$ cat src/rtl/ecc_fp_inv_seq_if.sv
// Bus bundle for the Fermat inversion sequencer: request/response side plus
// the MUL command handshake toward ECC_core.
interface ecc_fp_inv_seq_if #(
   parameter int WIDTH = 256
);
   logic             start;
   logic [WIDTH-1:0] operand;
   logic [WIDTH-1:0] prime;
   logic [WIDTH-1:0] result;
   logic             done;
   logic             busy;
   logic             err;
   logic             core_start;
   logic [WIDTH-1:0] core_a;
   logic [WIDTH-1:0] core_b;
   logic [WIDTH-1:0] core_prime;
   logic [2:0]       core_alu_sel;
   logic [WIDTH-1:0] core_result;
   logic             core_done;

   // master = requester and ECC_core side, slave = the sequencer itself
   modport master (
      output start, operand, prime, core_result, core_done,
      input  result, done, busy, err,
             core_start, core_a, core_b, core_prime, core_alu_sel
   );

   modport slave (
      input  start, operand, prime, core_result, core_done,
      output result, done, busy, err,
             core_start, core_a, core_b, core_prime, core_alu_sel
   );
endinterface

$ cat src/rtl/ecc_fp_inv_seq.sv
// Field inversion R = A^(P-2) mod P by left-to-right square-and-multiply,
// issuing every square/multiply to ECC_core as one MUL command.
module ecc_fp_inv_seq #(
   parameter int         WIDTH   = 256,
   parameter logic [2:0] ALU_MUL = 3'b011
) (
   input  logic            i_clk,
   input  logic            i_rst_n,
   ecc_fp_inv_seq_if.slave bus
);
   localparam int               IDX_W   = $clog2(WIDTH);
   localparam logic [IDX_W-1:0] IDX_TOP = IDX_W'(WIDTH - 1);

   typedef enum logic [2:0] {
      IDLE,
      CHECK,
      SCAN,
      SQR,
      MUL,
      RELEASE,
      FINISH
   } state_t;

   state_t state;
   state_t state_nxt;

   logic [WIDTH-1:0] base;
   logic [WIDTH-1:0] modulus;
   logic [WIDTH-1:0] expo;
   logic [WIDTH-1:0] acc;
   logic [IDX_W-1:0] idx;
   logic             pend_mul;

   logic [WIDTH-1:0] res_hold;
   logic             done_pulse;
   logic             busy_flag;
   logic             err_flag;
   logic             cmd_start;
   logic [WIDTH-1:0] cmd_a;
   logic [WIDTH-1:0] cmd_b;
   logic [WIDTH-1:0] cmd_prime;
   logic [2:0]       cmd_sel;

   logic             invalid;
   logic             idx_zero;

   // Zero has no inverse; A >= P is not a reduced field element; P < 3 leaves no usable exponent.
   assign invalid  = (base == '0) || (base >= modulus) || (modulus < WIDTH'(3));
   assign idx_zero = (idx == '0);

   assign bus.result       = res_hold;
   assign bus.done         = done_pulse;
   assign bus.busy         = busy_flag;
   assign bus.err          = err_flag;
   assign bus.core_start   = cmd_start;
   assign bus.core_a       = cmd_a;
   assign bus.core_b       = cmd_b;
   assign bus.core_prime   = cmd_prime;
   assign bus.core_alu_sel = cmd_sel;

   always_comb begin
      state_nxt = state;
      case (state)
         IDLE:    if (bus.start) state_nxt = CHECK;
         CHECK:   state_nxt = invalid ? FINISH : SCAN;
         SCAN: begin
            if (expo[idx]) state_nxt = idx_zero ? FINISH : SQR;
         end
         SQR:     if (bus.core_done) state_nxt = RELEASE;
         MUL:     if (bus.core_done) state_nxt = RELEASE;
         RELEASE: begin
            // Wait for the core to drop done so one command never spans two requests.
            if (!bus.core_done) begin
               if (pend_mul)      state_nxt = MUL;
               else if (idx_zero) state_nxt = FINISH;
               else               state_nxt = SQR;
            end
         end
         FINISH:  state_nxt = IDLE;
         default: state_nxt = IDLE;
      endcase
   end

   always_ff @(posedge i_clk or negedge i_rst_n) begin
      if (!i_rst_n) begin
         state      <= IDLE;
         base       <= '0;
         modulus    <= '0;
         expo       <= '0;
         acc        <= '0;
         idx        <= '0;
         pend_mul   <= 1'b0;
         res_hold   <= '0;
         done_pulse <= 1'b0;
         busy_flag  <= 1'b0;
         err_flag   <= 1'b0;
         cmd_start  <= 1'b0;
         cmd_a      <= '0;
         cmd_b      <= '0;
         cmd_prime  <= '0;
         cmd_sel    <= '0;
      end else begin
         state <= state_nxt;
         case (state)
            IDLE: begin
               if (bus.start) begin
                  base      <= bus.operand;
                  modulus   <= bus.prime;
                  expo      <= bus.prime - WIDTH'(2);
                  cmd_prime <= bus.prime;
                  busy_flag <= 1'b1;
               end
            end
            CHECK: begin
               if (invalid) begin
                  acc        <= '0;
                  res_hold   <= '0;
                  err_flag   <= 1'b1;
                  done_pulse <= 1'b1;
               end else begin
                  acc <= base;
                  idx <= IDX_TOP;
               end
            end
            SCAN: begin
               if (expo[idx]) begin
                  if (idx_zero) begin
                     res_hold   <= acc;
                     err_flag   <= 1'b0;
                     done_pulse <= 1'b1;
                  end else begin
                     idx       <= idx - 1'b1;
                     cmd_start <= 1'b1;
                     cmd_a     <= acc;
                     cmd_b     <= acc;
                     cmd_sel   <= ALU_MUL;
                  end
               end else begin
                  idx <= idx - 1'b1;
               end
            end
            SQR: begin
               if (bus.core_done) begin
                  acc       <= bus.core_result;
                  cmd_start <= 1'b0;
                  pend_mul  <= expo[idx];
               end
            end
            MUL: begin
               if (bus.core_done) begin
                  acc       <= bus.core_result;
                  cmd_start <= 1'b0;
                  pend_mul  <= 1'b0;
               end
            end
            RELEASE: begin
               if (!bus.core_done) begin
                  if (pend_mul) begin
                     cmd_start <= 1'b1;
                     cmd_a     <= acc;
                     cmd_b     <= base;
                     cmd_sel   <= ALU_MUL;
                  end else if (idx_zero) begin
                     res_hold   <= acc;
                     err_flag   <= 1'b0;
                     done_pulse <= 1'b1;
                  end else begin
                     idx       <= idx - 1'b1;
                     cmd_start <= 1'b1;
                     cmd_a     <= acc;
                     cmd_b     <= acc;
                     cmd_sel   <= ALU_MUL;
                  end
               end
            end
            FINISH: begin
               done_pulse <= 1'b0;
               busy_flag  <= 1'b0;
            end
            default: begin
               cmd_start <= 1'b0;
            end
         endcase
      end
   end
endmodule

$ cat src/flat_wrapper.sv
// flat-port wrapper written by rule: the top's interface ports become plain ports
module ecc_fp_inv_seq_flat 
#(
   parameter int         WIDTH   = 256,
   parameter logic [2:0] ALU_MUL = 3'b011
)
  (i_clk, i_rst_n, bus_start, bus_operand, bus_prime, bus_core_result, bus_core_done, bus_result, bus_done, bus_busy, bus_err, bus_core_start, bus_core_a, bus_core_b, bus_core_prime, bus_core_alu_sel);
  ecc_fp_inv_seq_if #(.WIDTH(WIDTH)) bus_i ();
  input  logic i_clk;
  input  logic i_rst_n;
  input wire logic [$bits(bus_i.start)-1:0] bus_start;
  input wire logic [$bits(bus_i.operand)-1:0] bus_operand;
  input wire logic [$bits(bus_i.prime)-1:0] bus_prime;
  input wire logic [$bits(bus_i.core_result)-1:0] bus_core_result;
  input wire logic [$bits(bus_i.core_done)-1:0] bus_core_done;
  output wire logic [$bits(bus_i.result)-1:0] bus_result;
  output wire logic [$bits(bus_i.done)-1:0] bus_done;
  output wire logic [$bits(bus_i.busy)-1:0] bus_busy;
  output wire logic [$bits(bus_i.err)-1:0] bus_err;
  output wire logic [$bits(bus_i.core_start)-1:0] bus_core_start;
  output wire logic [$bits(bus_i.core_a)-1:0] bus_core_a;
  output wire logic [$bits(bus_i.core_b)-1:0] bus_core_b;
  output wire logic [$bits(bus_i.core_prime)-1:0] bus_core_prime;
  output wire logic [$bits(bus_i.core_alu_sel)-1:0] bus_core_alu_sel;
  assign bus_i.start = bus_start;
  assign bus_i.operand = bus_operand;
  assign bus_i.prime = bus_prime;
  assign bus_i.core_result = bus_core_result;
  assign bus_i.core_done = bus_core_done;
  assign bus_result = bus_i.result;
  assign bus_done = bus_i.done;
  assign bus_busy = bus_i.busy;
  assign bus_err = bus_i.err;
  assign bus_core_start = bus_i.core_start;
  assign bus_core_a = bus_i.core_a;
  assign bus_core_b = bus_i.core_b;
  assign bus_core_prime = bus_i.core_prime;
  assign bus_core_alu_sel = bus_i.core_alu_sel;
  ecc_fp_inv_seq #(.WIDTH(WIDTH), .ALU_MUL(ALU_MUL)) u_core (.i_clk(i_clk), .i_rst_n(i_rst_n), .bus(bus_i));
endmodule
$ cat config.mk
export PLATFORM = sky130hd
export DESIGN_NAME = ecc_fp_inv_seq_flat
export DESIGN_NICKNAME = d
export VERILOG_FILES = /design/src/rtl/ecc_fp_inv_seq_if.sv /design/src/rtl/ecc_fp_inv_seq.sv /design/src/flat_wrapper.sv
export SDC_FILE = /design/constraint.sdc
export NUM_CORES = 2
export LEC_CHECK = 0
export ABC_CLOCK_PERIOD_IN_PS = 4200
export BUFFER_PORTS_ARGS = -buffer_cell sky130_fd_sc_hd__buf_2
export CAP_MARGIN = 20
export CORE_AREA = 3 3 707 709
export CTS_CLUSTER_DIAMETER = 100
export DETAILED_ROUTE_END_ITERATION = 6
export DIE_AREA = 0 0 710 712
export PLACE_DENSITY_LB_ADDON = 0.12
export SLEW_MARGIN = 10
export SYNTH_ARGS = -nofsm -noshare
export SYNTH_HDL_FRONTEND = slang
export SYNTH_SLANG_ARGS = --single-unit
$ cat constraint.sdc
create_clock -name i_clk -period 4.2 [get_ports i_clk]
set_clock_uncertainty 0.2 [all_clocks]
set_input_delay 0.21 -clock i_clk [delete_from_list [all_inputs] [get_ports i_clk]]
set_output_delay 0.21 -clock i_clk [all_outputs]
set_load 0.1 [all_outputs]
Word level (Yosys, flattened, before mapping)

Cells that the tools add are included.

Bits in registers: 1811
Input bits: 772
Output and inout bits: 1031

Add/sub/neg operators: 2
$lt $le $gt $ge: 3
Eq/ne operators: 15
Mux-type cells: 61
Bitwise operators: 1
Reduce and logical (&&, ||, !) cells: 23

Operators by type and width:

| operator                                                                | number |
|---|---|
| 256-bit 2-to-1 mux                                                      | 15 |
| 256-bit one-hot mux with 2 select lines                                 | 3 |
| 256-bit one-hot mux with 3 select lines                                 | 1 |
| 256-bit >= comparator                                                   | 1 |
| 256-bit zero test                                                       | 1 |
| 256-bit by 2-bit < comparator with 1-bit output (second input constant) | 1 |
| 256-bit by 2-bit subtractor with 256-bit output (second input constant) | 1 |
| 8-bit 2-to-1 mux                                                        | 5 |
| 3-bit 2-to-1 mux                                                        | 11 |
| 8-bit one-hot mux with 3 select lines                                   | 1 |
| 1-bit 2-to-1 mux                                                        | 17 |
| 3-bit one-hot mux with 5 select lines                                   | 1 |
| 2-bit != test (second input constant)                                   | 6 |
| 4-bit AND reduction                                                     | 3 |
| 5-bit AND reduction                                                     | 2 |
| 3-bit equality test (second input constant)                             | 3 |
| 8-bit by 9-bit < comparator with 1-bit output (second input constant)   | 1 |
| 1-bit binary-select mux with 8-bit select                               | 1 |
| 8-bit zero test                                                         | 1 |
| 1-bit one-hot mux with 4 select lines                                   | 2 |
| 2-bit nonzero test                                                      | 4 |
| 8-bit by 1-bit subtractor with 8-bit output (second input constant)     | 1 |
| 3-bit by 2-bit equality test with 1-bit output (second input constant)  | 2 |
| 2-bit by 1-bit != test with 1-bit output (second input constant)        | 3 |
| other kinds (13)                                                        | 18 |

Logic depth before layout (Yosys ltp)

Depth after elaboration: 5
Gate-level depth with buffers: 18
Mapped depth without buffers: 11

Worst setup path after synthesis

OpenSTA, ideal clock, no wires.

Path type: register to register
Start point: register u_core.modulus[227]
End point: register u_core.acc[100]
Library setup time: 0.082 ns
Arrival time: 4.058 ns
Required time: 3.918 ns
Path slack: -0.140 ns
Cell stages (with the launch flop): 15
Clock period less this slack: 4.340 ns
Path through: dfrtp_1 > inv_1 > ha_1 > a21o_1 > a221oi_1 > o21ai_0 > a221oi_1 > o221ai_1 > nor4bb_1 > nor4b_1 > clkbuf_1 > clkbuf_1 > clkbuf_1 > nand3_1 > a31oi_1

Cells in the longest elaborated chain, start to end: 5
Elaborated cells on any way between the ends: 6

Ends and longest elaborated chain:

| element                                     | line                  | text |
|---|---|---|
| start, declared                             | ecc_fp_inv_seq.sv:28  | `logic [WIDTH-1:0] modulus;` |
| start signal, assigned                      | ecc_fp_inv_seq.sv:108 | `modulus <= bus.prime;` |
| 256-bit >= comparator                       | ecc_fp_inv_seq.sv:48  | `assign invalid = (base == '0) \|\| (base >= modulus) \|\| (modulus < WIDTH'(3));` |
| 1-bit logical OR                            | ecc_fp_inv_seq.sv:48  |  |
| 1-bit logical OR (*)                        | ecc_fp_inv_seq.sv:48  |  |
| 256-bit 2-to-1 mux (*)                      | ecc_fp_inv_seq.sv:115 | `if (invalid) begin` |
| 256-bit one-hot mux with 2 select lines (*) | ecc_fp_inv_seq.sv:104 | `case (state)` |
| end signal, assigned                        | ecc_fp_inv_seq.sv:121 | `acc <= base;` |
| end signal, assigned                        | ecc_fp_inv_seq.sv:144 | `acc <= bus.core_result;` |
| end signal, assigned                        | ecc_fp_inv_seq.sv:151 | `acc <= bus.core_result;` |
| end, declared                               | ecc_fp_inv_seq.sv:30  | `logic [WIDTH-1:0] acc;` |

Mark *: on every way between the ends. The rest lies on a longest branch, timed or not.
A chain may end at the register's enable or synchronous reset.

Final worst setup path

Start point: input bus_prime[34]
End point: register u_core.expo[245]

Cells in the longest elaborated chain, start to end: 1

Ends and longest elaborated chain:

| element                                         | line                  | text |
|---|---|---|
| start, declared                                 | flat_wrapper.sv:13    | `input wire logic [$bits(bus_i.prime)-1:0] bus_prime;` |
| 256-bit by 2-bit subtractor with 256-bit output | ecc_fp_inv_seq.sv:109 | `expo <= bus.prime - WIDTH'(2);` |
| end signal, assigned                            | ecc_fp_inv_seq.sv:109 |  |
| end, declared                                   | ecc_fp_inv_seq.sv:29  | `logic [WIDTH-1:0] expo;` |

Every way passes these cells.

==> results.md <==
- Status: finished, violations left
- Failing checks: setup timing
- Yosys top cell by area: dfrtp_1
- Synth top area share: 52.4%
- Minimum clock period after layout: 4350 ps
- Clk sinks: about 1,800
- Critical Path Start: bus_prime[34]
- Worst-Margin Slew: 1030 ps
- Worst Setup End Kind: flip-flop
- Crit path DAT: 4990 ps
- Worst Reg-to-Reg Cells: 17
- Asr flop ratio synth: 100%
- Synth top area cells: dfrtp_1 (52%), nand2_1 (8.4%), o21ai_0 (4.7%), ha_1 (3.7%), mux2_2 (3.5%)
- Most common cell after layout, fill and taps aside: nand2_1
- Via count: around 89,000
- Synth Area per Inst: 9.18 µm²
- Critical path type: primary input to flip-flop
- Max-slew headroom: 31.8%
- Top_reg_cell synth: dfrtp_1
- Unrepaired setup endpoints after global routing: true
- Iter 0 DRT Violations: ~6,200
- Core Region: between 0.4 and 0.5 mm²
- Area grow syn2layout: 58.5%
- GPL Wtd Cong: roughly 0.86
- Worst skew pair latency: 1000 ps
- Initial antenna violation count: 269
- DP Wirelength: 467,000 µm
- Total wire length: 591,000 µm
- DRC: 0
- Clock transition at the registers of the reported paths: 60 ps
- CTS tree: done
- DIE AREA: 0.506 mm²
- Gr ovfl total: 0
- Fmax: ~0.23 GHz
- Maxcap violations: 0
- Height of the die: 712 µm
- Die width: between 700 and 800 µm
- Share of layout cells above drive strength 1: 28.1%
- Fillers: approximately 53,000
- Vias in the first global route: 92,282
- Worst min-delay path category: primary input to flip-flop
- Num rows: 258
- Total GRT Usage: 22.6%
- Warnings from Yosys: 0
- Synth unique cells: 76
- Most frequent cells in the layout: nand2_1 (1,927), buf_2 (1,801), dfrtp_1 (1,798)
- Setup violators final: 95
- Synth Net Count: 10,438
- Netlist Area Pre-Place: 0.0864 mm²
- Starting Density: 17.5%
- Fin. max-slew vios: 0
- Hold Startpoint: bus_prime[95]
- DR WL/cell: 28.9 µm
- CTS root buf: clkbuf_16
- Final setup margin: -148 ps
- Pre-Repair DR Iteration Count: 7
- Reg-to-reg slack, setup: -60 ps
- CP required: between 4000 and 5000 ps
- CP Launch Type: primary input
- Largest net degree at the start of global routing: ~140
- Number of synthesized flops with an enable pin: 0
- IO Pins: 1,803
- Seq/Total Area, Yosys: 52.4%
- Global-route wire length before repair: 802,000 µm
- Post-Syn Instances: 9,408
- Cells on Worst Hold Path: 9
- Worst-path fanout max: 7
- Final Hold Slack: 36.4 ps
- Clock Path Buffers: 4
- Seq cells post-synth: around 1,800
- Vias/cell: 4.36
- Worst hold path endpoint: u_core.expo[111]$_DFFE_PN0P_
- Fin nets: 14,625
- RR Endpoint: u_core.bus.result[80]$_DFFE_PN0P_
- Num CTS Buffers: between 200 and 250
- H-tree lvl count: 4
- Final worst path period share: 104%
- Final ANT Viol Nets: 0
- Final Hold Vio Count: 0
- Reg2Reg Launch Point: u_core.modulus[249]$_DFFE_PN0P_
- Port Buffer Count: 1,802
==> kinds of logic (layout without fill, tap and decap cells) <==
family                     count (synthesis)  count (layout)  synth area share [%]
and+or+nand+nor                         3890            3890                  19.9
DFF                                     1810            1810                  52.4
AOI/OAI and AO/OA                       1739            1739                  11.3
buffers and inverters                   1132            5510                  5.03
muxes                                    342             342                  5.15
adders and majority gates                258             258                  3.74
xor gates and xnor gates                 237             237                  2.40
other                                      0             127                     0
==> metal layers <==
layer / track usage (%) / vias up / part of all wire [%]
met5: 0 / - / 0.088
met4: 7.26 / 84 / 3.8
met3: 3.96 / 818 / 5.2
met2: 38.0 / 2482 / 47
met1: 29.2 / 44577 / 43
li1: - / 41008 / -
==> repair_timing <==
item                                    in CTS  in global routing
hold buffers                              1524                  1
gates cloned                                 3                  6
pin swaps                                   14                 12
endpoints found under the hold margin     2682                  2
buffers inserted                            17                  1
resized for setup                          108                100
endpoints found under the setup margin     856                893
==> cell usage after synthesis (14+ instances only) <==
cell type	number
inv_1	542
mux2i_1	17
nor4_1	213
dfrtp_1	1810
nand2_1	1930
ha_1	258
and3_1	14
clkbuf_1	472
a211oi_1	17
nand4_1	120
nand3_1	574
o22ai_1	135
buf_1	42
nor2b_1	17
buf_2	73
nor2_1	686
or4_1	38
xnor2_1	146
a22oi_1	18
a21o_1	28
or3_1	56
xor2_1	91
nand3b_1	15
nor3_1	126
a31oi_1	394
o21ai_0	804
nand2b_1	19
mux4_2	55
a21oi_1	258
mux2_2	270
==> worst max-delay path: stages <==
cell,delay (ps)
dlygate4sd3_1,600
buf_2,150
or4_1,530
or3_1,430
or4_1,590
or3_1,420
buf_12,180
or4_4,590
or4_1,550
buf_4,220
nor4_4,230
xnor2_1,150
o21ai_1,80
==> how the worst max path moves through the flow <==
stage / endpoint / slack (ps)
CTS: u_core.bus.result[16]$_DFFE_PN0P_ / -140
detailed placement: u_core.bus.result[199]$_DFFE_PN0P_ / -1210
finish: u_core.expo[245]$_DFFE_PN0P_ / -150
global placement: u_core.acc[99]$_DFFE_PN0P_ / -1500
global route: u_core.bus.result[82]$_DFFE_PN0P_ / -270
floorplan: u_core.bus.result[100]$_DFFE_PN0P_ / 2
==> per-stage QoR <==
step | cells | area [µm²] | utilization, % | TNS, ps | setup WS (ps)
finish | 20413 | 137000 | 27.7 | -2230 | -148
global route | 20371 | 137000 | 27.7 | -109000 | -265
CTS | 20282 | 136000 | 27.6 | -24130 | -139
detailed placement | 18302 | 112000 | 22.7 | -595090 | -1210
global placement | 18302 | 112000 | 22.7 | -703440 | -1500
floorplan | 9408 | 86400 | - | 0 | 2.15
==> state kept, by name, summed over array words and instances (netlist names) <==
signal and flops:
u_core.base 256, u_core.modulus 255, u_core.bus.core_b 256, u_core.bus.core_a 256, u_core.idx 8, u_core.pend_mul 1
u_core.expo 256, u_core.bus.done 1, u_core.bus.core_start 1, u_core.bus.result 256, u_core.state 3, u_core.bus.err 1
u_core.acc 256, u_core.bus.core_alu_sel 3, u_core.bus.busy 1
==> area by class of cell <==
| cell class | instances | area, µm² | share of cell area [%] |
|---|---|---|---|
| sequential | 1810 | 45300 | 33.1 |
| multi-input combinational | 6466 | 37600 | 27.5 |
| timing repair buffer | 4529 | 35300 | 25.8 |
| tap | 6500 | 8130 | 5.94 |
| clock buffer | 362 | 7200 | 5.26 |
| inverter | 543 | 2040 | 1.49 |
| clock inverter | 76 | 946 | 0.691 |
| antenna | 127 | 318 | 0.232 |
Power is left out: the tool's default activity adds up to more than one toggle a clock period on the data nets, which glitch-free logic cannot reach.
